==> config.mk <==
export PLATFORM = sky130hd
export DESIGN_NAME = rc4_prga_fsm
export DESIGN_NICKNAME = d
export VERILOG_FILES = /design/src/rtl/rc4_pkg.sv /design/src/rtl/rc4_char_check.sv /design/src/rtl/rc4_prga_fsm.sv
export SDC_FILE = /design/constraint.sdc
export NUM_CORES = 1
export LEC_CHECK = 0
export CORE_UTILIZATION = 53
export DETAILED_ROUTE_END_ITERATION = 7
export PLACE_DENSITY = 0.81
export SLEW_MARGIN = 30
export SYNTH_ARGS = -nofsm -noshare
export SYNTH_HDL_FRONTEND = slang
export SYNTH_SLANG_ARGS = --single-unit
==> constraint.sdc <==
create_clock -name clock -period 4.25 [get_ports clock]
set_input_delay 1.275 -clock clock [delete_from_list [all_inputs] [get_ports clock]]
set_output_delay 1.275 -clock clock [all_outputs]
set_load 0.05 [all_outputs]
==> src/rtl/rc4_pkg.sv <==
// rtl/rc4_pkg.sv - shared constants and state encoding for the RC4 keystream/decrypt engine

package rc4_pkg;

    localparam int S_DEPTH = 256;
    localparam int S_AW    = $clog2(S_DEPTH);

    // Accepted plaintext alphabet: lowercase letters and space
    localparam logic [7:0] CHAR_LO = 8'h61;
    localparam logic [7:0] CHAR_HI = 8'h7A;
    localparam logic [7:0] CHAR_SP = 8'h20;

    typedef enum logic [3:0] {
        IDLE,
        INIT,
        RD_I,
        WT_I,
        CP_I,
        RD_J,
        WT_J,
        CP_J,
        WR_I,
        WR_J,
        RD_F,
        WT_F,
        WR_O,
        DONE
    } state_t;

endpackage

==> src/rtl/rc4_char_check.sv <==
// rtl/rc4_char_check.sv - combinational test that a byte is a lowercase letter or space

module rc4_char_check
    import rc4_pkg::*;
(
    input  logic [7:0] data,
    output logic       ok
);

    assign ok = ((data >= CHAR_LO) && (data <= CHAR_HI)) || (data == CHAR_SP);

endmodule

==> src/rtl/rc4_prga_fsm.sv <==
// rtl/rc4_prga_fsm.sv - RC4 keystream generator that decrypts a ciphertext ROM into plaintext RAM

module rc4_prga_fsm
    import rc4_pkg::*;
#(
    parameter int MSG_LEN = 32,
    parameter int MSG_AW  = (MSG_LEN > 1) ? $clog2(MSG_LEN) : 1
) (
    input  logic              clock,
    input  logic              reset_n,
    input  logic              start,
    input  logic              check_en,
    output logic              finish,
    output logic              busy,
    output logic              valid,
    output logic [S_AW-1:0]   s_address,
    output logic [7:0]        s_data,
    output logic              s_wren,
    input  logic [7:0]        s_q,
    output logic [MSG_AW-1:0] rom_address,
    input  logic [7:0]        rom_q,
    output logic [MSG_AW-1:0] d_address,
    output logic [7:0]        d_data,
    output logic              d_wren
);

    state_t            state;
    state_t            state_nx;

    logic [S_AW-1:0]   i_r;
    logic [S_AW-1:0]   j_r;
    logic [7:0]        si_r;
    logic [7:0]        sj_r;
    logic [MSG_AW-1:0] k_r;
    logic              chk_r;
    logic              valid_r;

    logic [7:0]        plain;
    logic              char_ok;
    logic              chk_fail;
    logic              last_byte;

    // Keystream byte and ciphertext both arrive in WR_O; plaintext is their XOR
    assign plain     = s_q ^ rom_q;
    assign chk_fail  = chk_r & ~char_ok;
    assign last_byte = (k_r == MSG_AW'(MSG_LEN - 1));
    assign valid     = valid_r;

    rc4_char_check u_char_check (
        .data (plain),
        .ok   (char_ok)
    );

    // State register
    always_ff @(posedge clock or negedge reset_n) begin
        if (!reset_n) begin
            state <= IDLE;
        end else begin
            state <= state_nx;
        end
    end

    // Next-state: fixed 11-state walk per byte, early exit on a failed character check
    always_comb begin
        state_nx = state;
        case (state)
            IDLE:    if (start) state_nx = INIT;
            INIT:    state_nx = RD_I;
            RD_I:    state_nx = WT_I;
            WT_I:    state_nx = CP_I;
            CP_I:    state_nx = RD_J;
            RD_J:    state_nx = WT_J;
            WT_J:    state_nx = CP_J;
            CP_J:    state_nx = WR_I;
            WR_I:    state_nx = WR_J;
            WR_J:    state_nx = RD_F;
            RD_F:    state_nx = WT_F;
            WT_F:    state_nx = WR_O;
            WR_O:    state_nx = (chk_fail || last_byte) ? DONE : RD_I;
            DONE:    state_nx = IDLE;
            default: state_nx = IDLE;
        endcase
    end

    // Datapath registers: indices, the two swapped S bytes, run flags
    always_ff @(posedge clock or negedge reset_n) begin
        if (!reset_n) begin
            i_r     <= '0;
            j_r     <= '0;
            k_r     <= '0;
            si_r    <= '0;
            sj_r    <= '0;
            chk_r   <= 1'b0;
            valid_r <= 1'b0;
        end else begin
            case (state)
                IDLE: begin
                    if (start) begin
                        i_r     <= '0;
                        j_r     <= '0;
                        k_r     <= '0;
                        chk_r   <= check_en;
                        valid_r <= 1'b0;
                    end
                end
                RD_I: i_r  <= i_r + 8'd1;
                CP_I: begin
                    si_r <= s_q;
                    j_r  <= j_r + s_q;
                end
                CP_J: sj_r <= s_q;
                WR_O: begin
                    if (chk_fail) begin
                        valid_r <= 1'b0;
                    end else if (last_byte) begin
                        valid_r <= 1'b1;
                    end else begin
                        k_r <= k_r + 1'b1;
                    end
                end
                default: ;
            endcase
        end
    end

    // Outputs: memory addresses are held through the wait state so the RAM sees a stable address
    always_comb begin
        s_address   = '0;
        s_data      = '0;
        s_wren      = 1'b0;
        rom_address = '0;
        d_address   = '0;
        d_data      = '0;
        d_wren      = 1'b0;
        finish      = 1'b0;
        busy        = (state != IDLE);
        case (state)
            RD_I:    s_address = i_r + 8'd1;
            WT_I:    s_address = i_r;
            RD_J,
            WT_J:    s_address = j_r;
            WR_I: begin
                s_address = i_r;
                s_data    = sj_r;
                s_wren    = 1'b1;
            end
            WR_J: begin
                s_address = j_r;
                s_data    = si_r;
                s_wren    = 1'b1;
            end
            RD_F,
            WT_F: begin
                s_address   = si_r + sj_r;
                rom_address = k_r;
            end
            WR_O: begin
                d_address = k_r;
                d_data    = plain;
                d_wren    = 1'b1;
            end
            DONE:    finish = 1'b1;
            default: ;
        endcase
    end

endmodule

# ---- Yosys cells after proc, flatten, opt, wreduce, memory -nomap -nowiden
# Index checks and enable logic that the tools add are counted.
dict set report word_totals {
  output_inout_bits 39
  input_bits 20
  register_bits 43
  word_cells 75
}
dict set report classes {
  n_mux 22
  n_reduce_logical 17
  magnitude_cmp 2
  n_eq_ne 19
  n_bitwise 3
  add_sub_neg 4
}
# op n
set ops {}
lappend ops {{$pmux W4 S13} 1}
lappend ops {{$pmux W8 S2} 3}
lappend ops {{$pmux W8 S4} 1}
lappend ops {{$mux W5} 5}
lappend ops {{$eq A4 B4 Y1 const B} 6}
lappend ops {{$add A8 B8 Y8} 2}
lappend ops {{$eq A4 B3 Y1 const B} 4}
lappend ops {{$mux W8} 2}
lappend ops {{$pmux W5 S2} 1}
lappend ops {{$add A8 B1 Y8 const B} 1}
lappend ops {{$eq A4 B2 Y1 const B} 2}
lappend ops {{$eq A8 B6 Y1 const B} 1}
lappend ops {{$ge A8 B7 Y1 const B} 1}
lappend ops {{$le A8 B7 Y1 const B} 1}
lappend ops {{$mux W4} 2}
lappend ops {{$xor A8 B8 Y8} 1}
lappend ops {{$mux W1} 6}
lappend ops {{$ne A2 B2 Y1 const B} 3}
lappend ops {{$reduce_and A2 Y1} 3}
lappend ops {{$reduce_bool A2 Y1} 3}
lappend ops {{$reduce_or A2 Y1} 3}
lappend ops {{$add A5 B1 Y5 const B} 1}
lappend ops {{$eq A5 B5 Y1 const B} 1}
lappend ops {{$eq A4 B1 Y1 const B} 1}
lappend ops {{11 further kinds} 12}

# ---- Logic depth before layout (Yosys ltp)
# Gate-level depths: netlist of run 1.
dict set report depth {
  ltp_word 9
  ltp_mapped 8
  ltp_nobuf 8
}

# ---- By module
# Synthesis of run 1 repeated with hierarchy kept, for this count alone.
dict set report unflattened {
  cells_unflattened 330
  hier_area_um2 3149.3
}
# mod seq_area_each_um2 area_per_inst_um2 n_inst cells_each
set modules_own_cells {}
lappend modules_own_cells {rc4_prga_fsm 1076.0 3085.5 1 320}
lappend modules_own_cells {rc4_char_check 0.0 63.8 1 10}

# ---- Worst setup path before layout of run 1
# No wires, ideal clock.
dict set report synth_timing {
  path_kind {flip-flop to output port}
  startpoint {reg si_r[0]}
  endpoint {out s_address[6]}
  arrival_time_ns 2.777
  slack_ns 0.198
  t_required_ns 2.975
  path_stages_with_launch 9
  path_buffers 0
  cell_sequence {dfrtp_1 ha_1 fa_1 a21o_1 a21oi_1 nor2b_1 or4b_1 o31a_1 o211ai_1}
}
dict set report synth_between {
  elab_chain_cells 2
}
# element line
set synth_lines {}
lappend synth_lines {{from (decl)} rc4_prga_fsm.sv:32} ;# logic [7:0] si_r;
lappend synth_lines {{from (signal assigned)} rc4_prga_fsm.sv:108} ;# si_r <= s_q;
lappend synth_lines {{$add A8 B8 Y8} rc4_prga_fsm.sv:154} ;# s_address = si_r + sj_r;
lappend synth_lines {{$pmux W8 S4} rc4_prga_fsm.sv:137} ;# case (state)
lappend synth_lines {{to (decl)} rc4_prga_fsm.sv:16} ;# output logic [S_AW-1:0] s_address,
# No other way between the ends.

# ---- Final worst setup path of run 1
# Same ends and word-level chain as after synthesis.

==> results of run 1 <==
==> area by class of cell <==
class,count,share of cell area (%)
multi-input combinational,273,48.93
tap,72,2.330
sequential,43,27.83
timing repair buffer,60,17.48
clock inverter,2,0.9709
clock buffer,5,1.780
inverter,7,0.6796
==> cells by family (layout without fill, tap and decap cells) <==
kind of cell	after synthesis	after routing	share of synthesized area, %
fa+ha+maj	19	19	8.282
compound gates	79	79	16.73
xor+xnor	21	21	6.027
simple gates	128	128	21.77
buf+inv	21	74	2.747
flops	43	43	35.26
mux	26	26	9.184
==> per-layer routing <==
metal | global-route usage [%] | vias up
li1 | - | 1324
met2 | 42.48 | 83
met3 | 5.412 | 6
met4 | 6.415 | 0
met5 | 0 | -
met1 | 35.05 | 1312
==> report_power, final <==
group / switching (uW) / leakage, uW / internal, uW
clock: 149 / 0.0000502 / 172
sequential: 238 / 0.000541 / 564
combinational: 903 / 0.00113 / 683
total: 1290 / 0.00172 / 1420
==> sequential cells by signal (all words and copies together), names as in the netlist <==
| signal | flops |
|---|---|
| i_r | 8 |
| j_r | 8 |
| si_r | 8 |
| sj_r | 8 |
| k_r | 5 |
| state | 4 |
| chk_r | 1 |
| valid | 1 |
==> placed cells by master (no fill, tap or decap), types with 9 or more instances in the layout <==
cell type                         instances
sky130_fd_sc_hd__ha_1                    17
sky130_fd_sc_hd__o21ai_1                 13
sky130_fd_sc_hd__a21o_1                   9
sky130_fd_sc_hd__o21ai_0                 12
sky130_fd_sc_hd__mux2i_1                 10
sky130_fd_sc_hd__nand2b_1                10
sky130_fd_sc_hd__a21oi_1                 17
sky130_fd_sc_hd__nand3_1                 19
sky130_fd_sc_hd__clkdlybuf4s50_1         41
sky130_fd_sc_hd__mux2_2                  15
sky130_fd_sc_hd__nand2_1                 23
sky130_fd_sc_hd__and3_1                   9
sky130_fd_sc_hd__buf_12                  10
sky130_fd_sc_hd__and2_1                   9
sky130_fd_sc_hd__nor2_1                  37
sky130_fd_sc_hd__dfrtp_1                 43
sky130_fd_sc_hd__xnor2_1                 15
==> critical path: cells and delay by family, from the launching register on <==
kind / cells / cell delay, ns
and+or+nand+nor: 2 / 0.54
buffers and inverters: 1 / 0.18
AOI/OAI and AO/OA: 4 / 0.76
DFF: 1 / 0.40
adders and majority gates: 2 / 0.63
==> worst max-delay path by stage <==
stage / end / slack, ns / cells past startpoint
floorplan: s_address[6] / 0.20 / 8
global placement: s_address[6] / 0.47 / 9
detailed placement: s_address[6] / 0.47 / 9
CTS: s_address[6] / 0.13 / 9
global route: s_address[6] / 0.03 / 9
finish: s_address[6] / 0.16 / 9
==> synth_stat cells, drive strengths merged, types with 3 or more instances <==
cell type | n | area share (%)
nor4b | 3 | 0.86
xor2 | 6 | 1.7
mux2 | 16 | 5.9
nor2b | 4 | 0.82
a21oi | 17 | 2.8
nor2 | 38 | 5.2
and3 | 9 | 1.8
a21o | 9 | 2.2
nand3 | 20 | 3.7
a311oi | 3 | 0.86
nand2 | 23 | 2.8
ha | 17 | 7.0
nand2b | 10 | 2.1
buf | 6 | 0.90
xnor2 | 15 | 4.3
mux2i | 10 | 3.3
dfrtp | 43 | 35
or3 | 3 | 0.62
clkbuf | 8 | 0.98
o21ai | 25 | 4.1
o211ai | 4 | 0.98
and2 | 9 | 1.8
inv | 6 | 0.74
==> stage by stage <==
step	utilization [%]	std cells	power [uW]
after CTS	69.78	462	2710
after detailed placement	67.86	455	2383
after global routing	69.78	462	2892
after global placement	67.50	454	2315
after floorplan	-	337	1969
final	69.78	462	2709
==> PnR_summary.wiki, run 1 <==
{| class="wikitable"
! Metric !! Value
|-
| Status || finished, final reports clean
|-
| Filler cell count || 437
|-
| Hold wc startpoint || chk_r
|-
| Arrival time at the worst endpoint || 2.81 ns
|-
| Drt first-iter violations || 187
|-
| DRC viols || 0
|-
| Worst hold slack || 0.4696 ns
|-
| Number of global-route vias before repair || 2579
|-
| H-tree level count || 2
|-
| Hold Crit Depth || 1
|-
| Least setup slack across all paths after layout || 0.1632 ns
|-
| Final sum of negative setup slack || 0 ns
|-
| Antenna viol nets, final || 0
|-
| YS warnings || 0
|-
| Total CTS buffers || 5
|-
| Overall die width || 77.88 um
|-
| Cell breakdown of the critical path || ha_1 > fa_1 > a21o_1 > a21oi_1 > nor2b_1 > or4b_1 > o31a_1 > o211ai_1 > buf_12
|-
| Count of TritonRoute iterations in the first routing pass || 4
|-
| WL met3 || 445 um
|-
| Seq/Total Area, Yosys || 35.26%
|-
| Clock transition time at the flip-flop clock pins of the worst setup and hold paths || 0.09 ns
|-
| Time the final worst path needs with I/O delays and setup || 4.087 ns
|-
| Later-pin clock latency in the skew report || 0.30 ns
|-
| Least-Margin Pin Slew || 0.8425 ns
|-
| Met1 wire length || 3444 um
|-
| Total number of clock tree sinks || 43
|-
| Core Area || 5540 um2
|-
| EDFF count, synth || 0
|-
| Starting Density || 55.08%
|-
| Final weighted congestion in routability-driven placement || 0.8241
|-
| Max IR drop VDD || 0.3469 mV
|-
| Category of the worst setup path capture point || primary output
|-
| Maximum clock insertion buffer count || 2
|-
| Distinct cells, synth || 49
|-
| RSZ-0062 raised after global routing || false
|-
| Class of the most critical hold timing path || register to register
|-
| Pin count of the biggest net entering global routing || 29
|-
| Wire length of the first global-routing pass || 12340 um
|-
| Finished layout cell area || 3866 um2
|-
| Antenna violations before repair || 0
|-
| Average wire length per cell after detail routing || 16.36 um
|-
| R2r setup slk || 1.83 ns
|-
| Leading register cell type out of synthesis || sky130_fd_sc_hd__dfrtp_1
|-
| Final hold viol count || 0
|-
| Final clock skew || 0.007874 ns
|-
| Antenna diodes || 0
|-
| Count of instances resized after the clock tree is built || 0
|-
| Library cell contributing the largest single delay on the critical path || sky130_fd_sc_hd__or4b_1
|-
| Worst EP required || 2.97 ns
|-
| Cell area after synthesis || 3052 um2
|-
| Clock tree from TritonCTS || built
|-
| Via count of the routed design || 2725
|-
| Number of max-slew violations in the final report || 0
|-
| Die H || 77.88 um
|-
| Met2 WL post-DR || 3598 um
|-
| Destination of the worst hold path || valid
|-
| Post-CTS Hold Buffers || 0
|-
| Count of buffers added by post-CTS timing repair for setup || 0
|-
| Die area || 6065 um2
|-
| Max layer used || met4
|-
| Reg-to-reg critical path endpoint || j_r[7]
|-
| Ratio of cells with drive above 1 in the final layout || 11.54%
|-
| Max-capacitance violation count || 0
|-
| Share of the cycle needed by the critical path after routing || 96.16%
|-
| Total I/O pin count || 59
|-
| Remaining global-route overflow || 0
|-
| Area of combinational cells with multiple inputs || 1892 um2
|-
| Worst slack, placed || 0.4652 ns
|-
| Start point of the critical path || si_r[0]
|-
| Max transition margin || 43.69%
|-
| Tot GR Track Use || 26.00%
|-
| Share of flip-flops with an asynchronous set or reset after synthesis || 100.0%
|-
| Reg-to-reg critical path startpoint || state[2]
|-
| Mapped Nets || 376
|-
| Standard-cell row count || 27
|-
| Power Density || 700.7 nW/um2
|-
| Area Growth Syn to Fin || 26.69%
|-
| Largest stage delay on the critical path || 0.46 ns
|-
| Worst Reg2Reg Path Length in Cells || 5
|-
| Routed WL || 7560 um
|-
| Register Area || 1076 um2
|-
| Post-DP HPWL || 5897 um
|-
| Root cell of the clock tree || sky130_fd_sc_hd__clkbuf_8
|-
| Post-placement cell area || 3760 um2
|-
| Count of input and output buffers || 58
|-
| Critical path startpoint category || register
|-
| Classification of the worst setup path || register to primary output
|-
| Drt via density || 5.898
|-
| Setup Viol. Count Final || 0
|-
| Mean instance size in the synthesized netlist || 9.055 um2
|-
| Maximum clock frequency || 244.7 MHz
|-
| Maximum net fanout on the critical path || 3
|-
| Post-synthesis sequential element count || 43
|-
| Number of nets in the final layout || 429
|-
| Number of instances in the synthesized netlist || 337
|-
| Leakage power figure || 0.001720 uW
|}
Power figures use the tool's default switching activity.
==> run 2, diff against run 1 <==
Settings changed: PLACE_DENSITY 0.81 to 0.91.
==> PnR_summary.wiki, run 2 (synthesis gave the netlist of run 1 again) <==
{| class="wikitable"
! Metric !! Value
|-
| Category of the worst setup path capture point || primary output
|-
| Root cell of the clock tree || sky130_fd_sc_hd__clkbuf_8
|-
| Status || finished, final reports clean
|-
| Filler cell count || 423
|-
| Later-pin clock latency in the skew report || 0.30 ns
|-
| Post-DP HPWL || 5793 um
|-
| Clock transition time at the flip-flop clock pins of the worst setup and hold paths || 0.10 ns
|-
| Max transition margin || 42.73%
|-
| Class of the most critical hold timing path || register to register
|-
| Ratio of cells with drive above 1 in the final layout || 12.24%
|-
| Met1 wire length || 3289 um
|-
| Tot GR Track Use || 27.29%
|-
| Pin count of the biggest net entering global routing || 44
|-
| Standard-cell row count || 27
|-
| Max layer used || met4
|-
| Number of nets in the final layout || 430
|-
| Final clock skew || 0.01421 ns
|-
| Core Area || 5540 um2
|-
| Maximum clock frequency || 243.9 MHz
|-
| Post-CTS Hold Buffers || 0
|-
| Final weighted congestion in routability-driven placement || 0.8464
|-
| Antenna diodes || 0
|-
| Die H || 77.88 um
|-
| Count of TritonRoute iterations in the first routing pass || 4
|-
| Most common library cell in the layout ignoring fill and taps || sky130_fd_sc_hd__dfrtp_1
|-
| Wire length of the first global-routing pass || 13080 um
|-
| Antenna viol nets, final || 0
|-
| Maximum net fanout on the critical path || 3
|-
| Routed WL || 7748 um
|-
| Average wire length per cell after detail routing || 16.70 um
|-
| Area Growth Syn to Fin || 26.49%
|-
| Drt via density || 6.050
|-
| Number of global-route vias before repair || 2722
|-
| Commonest cells after routing, fill and taps aside || sky130_fd_sc_hd__dfrtp_1, sky130_fd_sc_hd__clkdlybuf4s50_1, sky130_fd_sc_hd__nor2_1, sky130_fd_sc_hd__nand2_1, sky130_fd_sc_hd__nand3_1
|-
| Leakage power figure || 0.001719 uW
|-
| Finished layout cell area || 3860 um2
|-
| H-tree level count || 2
|-
| Share of the cycle needed by the critical path after routing || 96.47%
|-
| Power Density || 708.0 nW/um2
|-
| Total number of clock tree sinks || 43
|-
| WL met3 || 395 um
|-
| Time the final worst path needs with I/O delays and setup || 4.100 ns
|-
| Count of input and output buffers || 58
|-
| RSZ-0062 raised after global routing || false
|-
| Remaining global-route overflow || 0
|-
| Die area || 6065 um2
|-
| Final hold viol count || 0
|-
| Drt first-iter violations || 255
|-
| Least-Margin Pin Slew || 0.8569 ns
|-
| Overall die width || 77.88 um
|-
| Final sum of negative setup slack || 0 ns
|-
| Max-capacitance violation count || 0
|-
| Total CTS buffers || 5
|-
| Maximum clock insertion buffer count || 2
|-
| Antenna violations before repair || 0
|-
| Arrival time at the worst endpoint || 2.83 ns
|-
| Max IR drop VDD || 0.3383 mV
|-
| Number of max-slew violations in the final report || 0
|-
| DRC viols || 0
|-
| Classification of the worst setup path || register to primary output
|-
| Via count of the routed design || 2807
|-
| Starting Density || 55.08%
|-
| Met2 WL post-DR || 3939 um
|-
| Setup Viol. Count Final || 0
|-
| Total chip power || 2733 uW
|-
| Total I/O pin count || 59
|-
| Critical path startpoint category || register
|-
| Post-placement cell area || 3747 um2
|-
| Worst EP required || 2.97 ns
|-
| Clock tree from TritonCTS || built
|}
-- run 2: routing by layer --
| metal | vias to the layer above | track usage, % |
|---|---|---|
| met5 | - | 0 |
| met4 | 0 | 7.170 |
| met3 | 13 | 4.471 |
| met2 | 111 | 47.43 |
| met1 | 1353 | 35.00 |
| li1 | 1330 | - |
-- run 2: critical path, stage by stage, from the launching register on --
cell	delay (ns)
sky130_fd_sc_hd__dfrtp_1	0.41
sky130_fd_sc_hd__ha_1	0.23
sky130_fd_sc_hd__fa_1	0.41
sky130_fd_sc_hd__a21o_1	0.21
sky130_fd_sc_hd__a21oi_2	0.17
sky130_fd_sc_hd__nor2b_1	0.08
sky130_fd_sc_hd__or4b_1	0.46
sky130_fd_sc_hd__o31a_1	0.12
sky130_fd_sc_hd__o211ai_1	0.27
sky130_fd_sc_hd__buf_12	0.18
-- run 2: where the power goes --
group | internal [uW] | total [uW] | leakage, uW | switching (uW)
Combinational | 704 | 1640 | 0.00113 | 934
Sequential | 563 | 811 | 0.000541 | 247
Clock | 133 | 284 | 0.0000474 | 151
-- run 2: what timing repair did --
action,4_1_cts,5_1_grt
setup buffers,0,1
resized for setup,0,1
setup endpoints to repair,0,1
-- run 2: area by class of cell --
cell class	instances	area (um2)	area share (%)
multi-input cells	273	1896	49.11
flip-flops and latches	43	1076	27.88
repair buffers	61	673.1	17.44
well taps	72	90.09	2.334
clock buffers	6	82.58	2.139
inverters	7	26.28	0.6807
clock inverters	2	16.27	0.4214
-- run 2: path summary, 6_finish.rpt --
path | startpoint | end | slack, ns | cells past startpoint
setup / recovery | si_r[0] | s_address[6] | 0.15 | 9
hold reg to reg | chk_r | valid | 0.49 | 1
max in group asynchronous | reset_n | k_r[3] | 2.91 | 1
setup reg to reg | state[2] | j_r[7] | 1.74 | 5
hold / removal | chk_r | valid | 0.49 | 1
min in group asynchronous | reset_n | si_r[4] | 0.96 | 1
-- run 2: per-stage QoR --
step / hold slack, ns / util (%) / setup slack [ns] / std cells
2_1_floorplan: 0.4366 / - / 0.1981 / 337
3_3_place_gp: 0.4526 / 67.64 / 0.4686 / 455
3_5_place_dp: 0.4676 / 67.64 / 0.4176 / 455
4_1_cts: 0.4794 / 69.42 / 0.1086 / 463
5_1_grt: 0.5232 / 69.67 / 0.007869 / 464
6_report: 0.4925 / 69.67 / 0.1498 / 464
==> run 3, diff against run 2 <==
Settings changed: CORE_UTILIZATION 53 to 57, PLACE_DENSITY 0.91 to 0.95, SLEW_MARGIN 30 to unset.
Clock period 4.25 ns to 4.92 ns, I/O delays scaled along.
==> PnR_summary.wiki, run 3 (synthesis gave the netlist of run 1 again) <==
{| class="wikitable"
! Metric !! Value
|-
| Crit-path leading delay family || compound AO/OA/AOI/OAI gates
|-
| Gate power share || 59.0%
|-
| Filler cell count || 354
|-
| Starting Density || 59.37%
|-
| Clock transition time at the flip-flop clock pins of the worst setup and hold paths || 0.09 ns
|-
| Least-Margin Pin Slew || 0.9249 ns
|-
| Worst slack, placed || 0.4252 ns
|-
| Core Area || 5140 um2
|-
| Post-DP HPWL || 5770 um
|-
| Largest stage delay on the critical path || 0.83 ns
|-
| Internal power of the cells || 1239 uW
|-
| Drt via density || 6.206
|-
| Die H || 75.17 um
|-
| Setup Viol. Count Final || 0
|-
| Max IR drop VDD || 0.3120 mV
|-
| Via count of the routed design || 2861
|-
| Count of input and output buffers || 58
|-
| RSZ-0062 raised after global routing || false
|-
| Class of the most critical hold timing path || register to register
|-
| Worst EP required || 3.44 ns
|-
| Root cell of the clock tree || sky130_fd_sc_hd__clkbuf_8
|-
| Post-CTS Hold Buffers || 0
|-
| Final sum of negative setup slack || 0 ns
|-
| Number of cells after detailed placement || 453
|-
| Share of the cycle needed by the critical path after routing || 93.13%
|-
| Category of the worst setup path capture point || primary output
|-
| Count of buffers added by post-CTS timing repair for setup || 0
|-
| Critical path startpoint category || register
|-
| Pin count of the biggest net entering global routing || 44
|-
| Net switching power figure || 1122 uW
|-
| H-tree level count || 2
|-
| Antenna violations before repair || 0
|-
| Maximum clock frequency || 218.2 MHz
|-
| Net Sw Frac || 47.52%
|-
| Wire length of the first global-routing pass || 12710 um
|-
| Tot GR Track Use || 29.79%
|-
| Status || finished, final reports clean
|-
| Area Growth Syn to Fin || 23.53%
|-
| Maximum net fanout on the critical path || 4
|-
| Critical path buffers and inverters || 1
|-
| Average wire length per cell after detail routing || 16.46 um
|-
| Number of max-slew violations in the final report || 0
|-
| Antenna diodes || 0
|-
| Final non-filler cell total || 461
|-
| Total number of clock tree sinks || 43
|-
| Routed WL || 7587 um
|-
| Arrival time at the worst endpoint || 3.11 ns
|-
| Library cell contributing the largest single delay on the critical path || sky130_fd_sc_hd__clkdlybuf4s50_1
|-
| Count of instances resized after the clock tree is built || 0
|-
| Total CTS buffers || 5
|-
| Standard-cell row count || 26
|-
| Least setup slack across all paths after layout || 0.3381 ns
|-
| Drt first-iter violations || 204
|-
| Classification of the worst setup path || register to primary output
|-
| Maximum clock insertion buffer count || 2
|-
| Later-pin clock latency in the skew report || 0.30 ns
|-
| Count of TritonRoute iterations in the first routing pass || 5
|-
| Clock tree from TritonCTS || built
|-
| DRC viols || 0
|-
| Clk pwr share || 12.4%
|-
| Worst path most repeated cell || sky130_fd_sc_hd__a21o_1
|-
| Ratio of cells with drive above 1 in the final layout || 9.719%
|-
| Power Density || 626.1 nW/um2
|-
| Total I/O pin count || 59
|-
| Leakage power figure || 0.001687 uW
|-
| Remaining global-route overflow || 0
|-
| Final weighted congestion in routability-driven placement || 0.9045
|-
| Total chip power || 2360 uW
|-
| Max transition margin || 38.34%
|-
| Max-capacitance violation count || 0
|-
| Number of nets in the final layout || 429
|-
| Final clock skew || 0.004264 ns
|-
| Antenna viol nets, final || 0
|-
| Power share of the sequential group || 28.6%
|-
| Die area || 5651 um2
|-
| Post-layout util || 73.34%
|-
| Overall die width || 75.17 um
|-
| Most common library cell in the layout ignoring fill and taps || sky130_fd_sc_hd__clkdlybuf4s50_1
|-
| Final hold viol count || 0
|-
| Commonest cells after routing, fill and taps aside || sky130_fd_sc_hd__clkdlybuf4s50_1, sky130_fd_sc_hd__dfrtp_1, sky130_fd_sc_hd__nor2_1, sky130_fd_sc_hd__nand2_1, sky130_fd_sc_hd__nand3_1
|-
| Time the final worst path needs with I/O delays and setup || 4.582 ns
|-
| Cell breakdown of the critical path || ha_1 > a21o_1 > a21o_1 > a311oi_1 > a21oi_1 > xnor2_1 > o2111ai_1 > clkdlybuf4s50_1
|-
| Number of global-route vias before repair || 2759
|}
## run 3: cell types whose count changed in the layout (fill, tap and decap cells not counted), sizes merged
cell           previous run  this run
buf                      20        11
clkdlybuf4s50            41        49
bufinv                    0         1
clkinvlp                  1         0
## run 3: final timing paths
kind | start | end | slack, ns | cells past startpoint
min in group asynchronous | reset_n | state[0] | 1.31 | 1
hold / removal | chk_r | valid | 0.48 | 1
max in group asynchronous | reset_n | si_r[5] | 3.03 | 1
hold reg to reg | chk_r | valid | 0.48 | 1
setup reg to reg | state[2] | j_r[7] | 2.52 | 5
setup / recovery | si_r[1] | s_address[7] | 0.34 | 8
## run 3: worst register-to-register path: cells and delay by family (launching register included)
| kind | cells | cell delay (ns) |
|---|---|---|
| simple gates | 4 | 1.56 |
| compound gates | 1 | 0.16 |
| flops | 1 | 0.62 |
## run 3: metal layers
layer	track usage (%)	vias to the layer above	wire length (um)
met4	14.61	0	223
li1	-	1317	-
met5	0	-	0
met3	5.221	27	470
met2	47.75	122	3763
met1	39.23	1395	3129
## run 3: stage by stage
stage / hold WS, ns / cell area [um2]
after floorplan: 0.4366 / 3052
after global placement: 0.4516 / 3652
after detailed placement: 0.4756 / 3652
after CTS: 0.4865 / 3770
after global routing: 0.5240 / 3770
final: 0.4781 / 3770
## run 3: power groups by stage
| stage | clock network, uW | logic [uW] | registers [uW] |
|---|---|---|---|
| final | 292 | 1390 | 676 |
| after global routing | 305 | 1510 | 702 |
| after CTS | 289 | 1380 | 672 |
| after detailed placement | 0 | 1360 | 678 |
| after global placement | 0 | 1310 | 667 |
| after floorplan | 0 | 1100 | 598 |
## run 3: final cells by class
class | instances | area [um2] | area share [%]
Tap cell | 70 | 87.58 | 2.323
Clock inverter | 2 | 35.03 | 0.9293
Timing Repair Buffer | 60 | 570.5 | 15.13
Clock buffer | 6 | 82.58 | 2.191
Inverter | 7 | 26.28 | 0.6970
Multi-Input combinational cell | 273 | 1892 | 50.18
Sequential cell | 43 | 1076 | 28.54
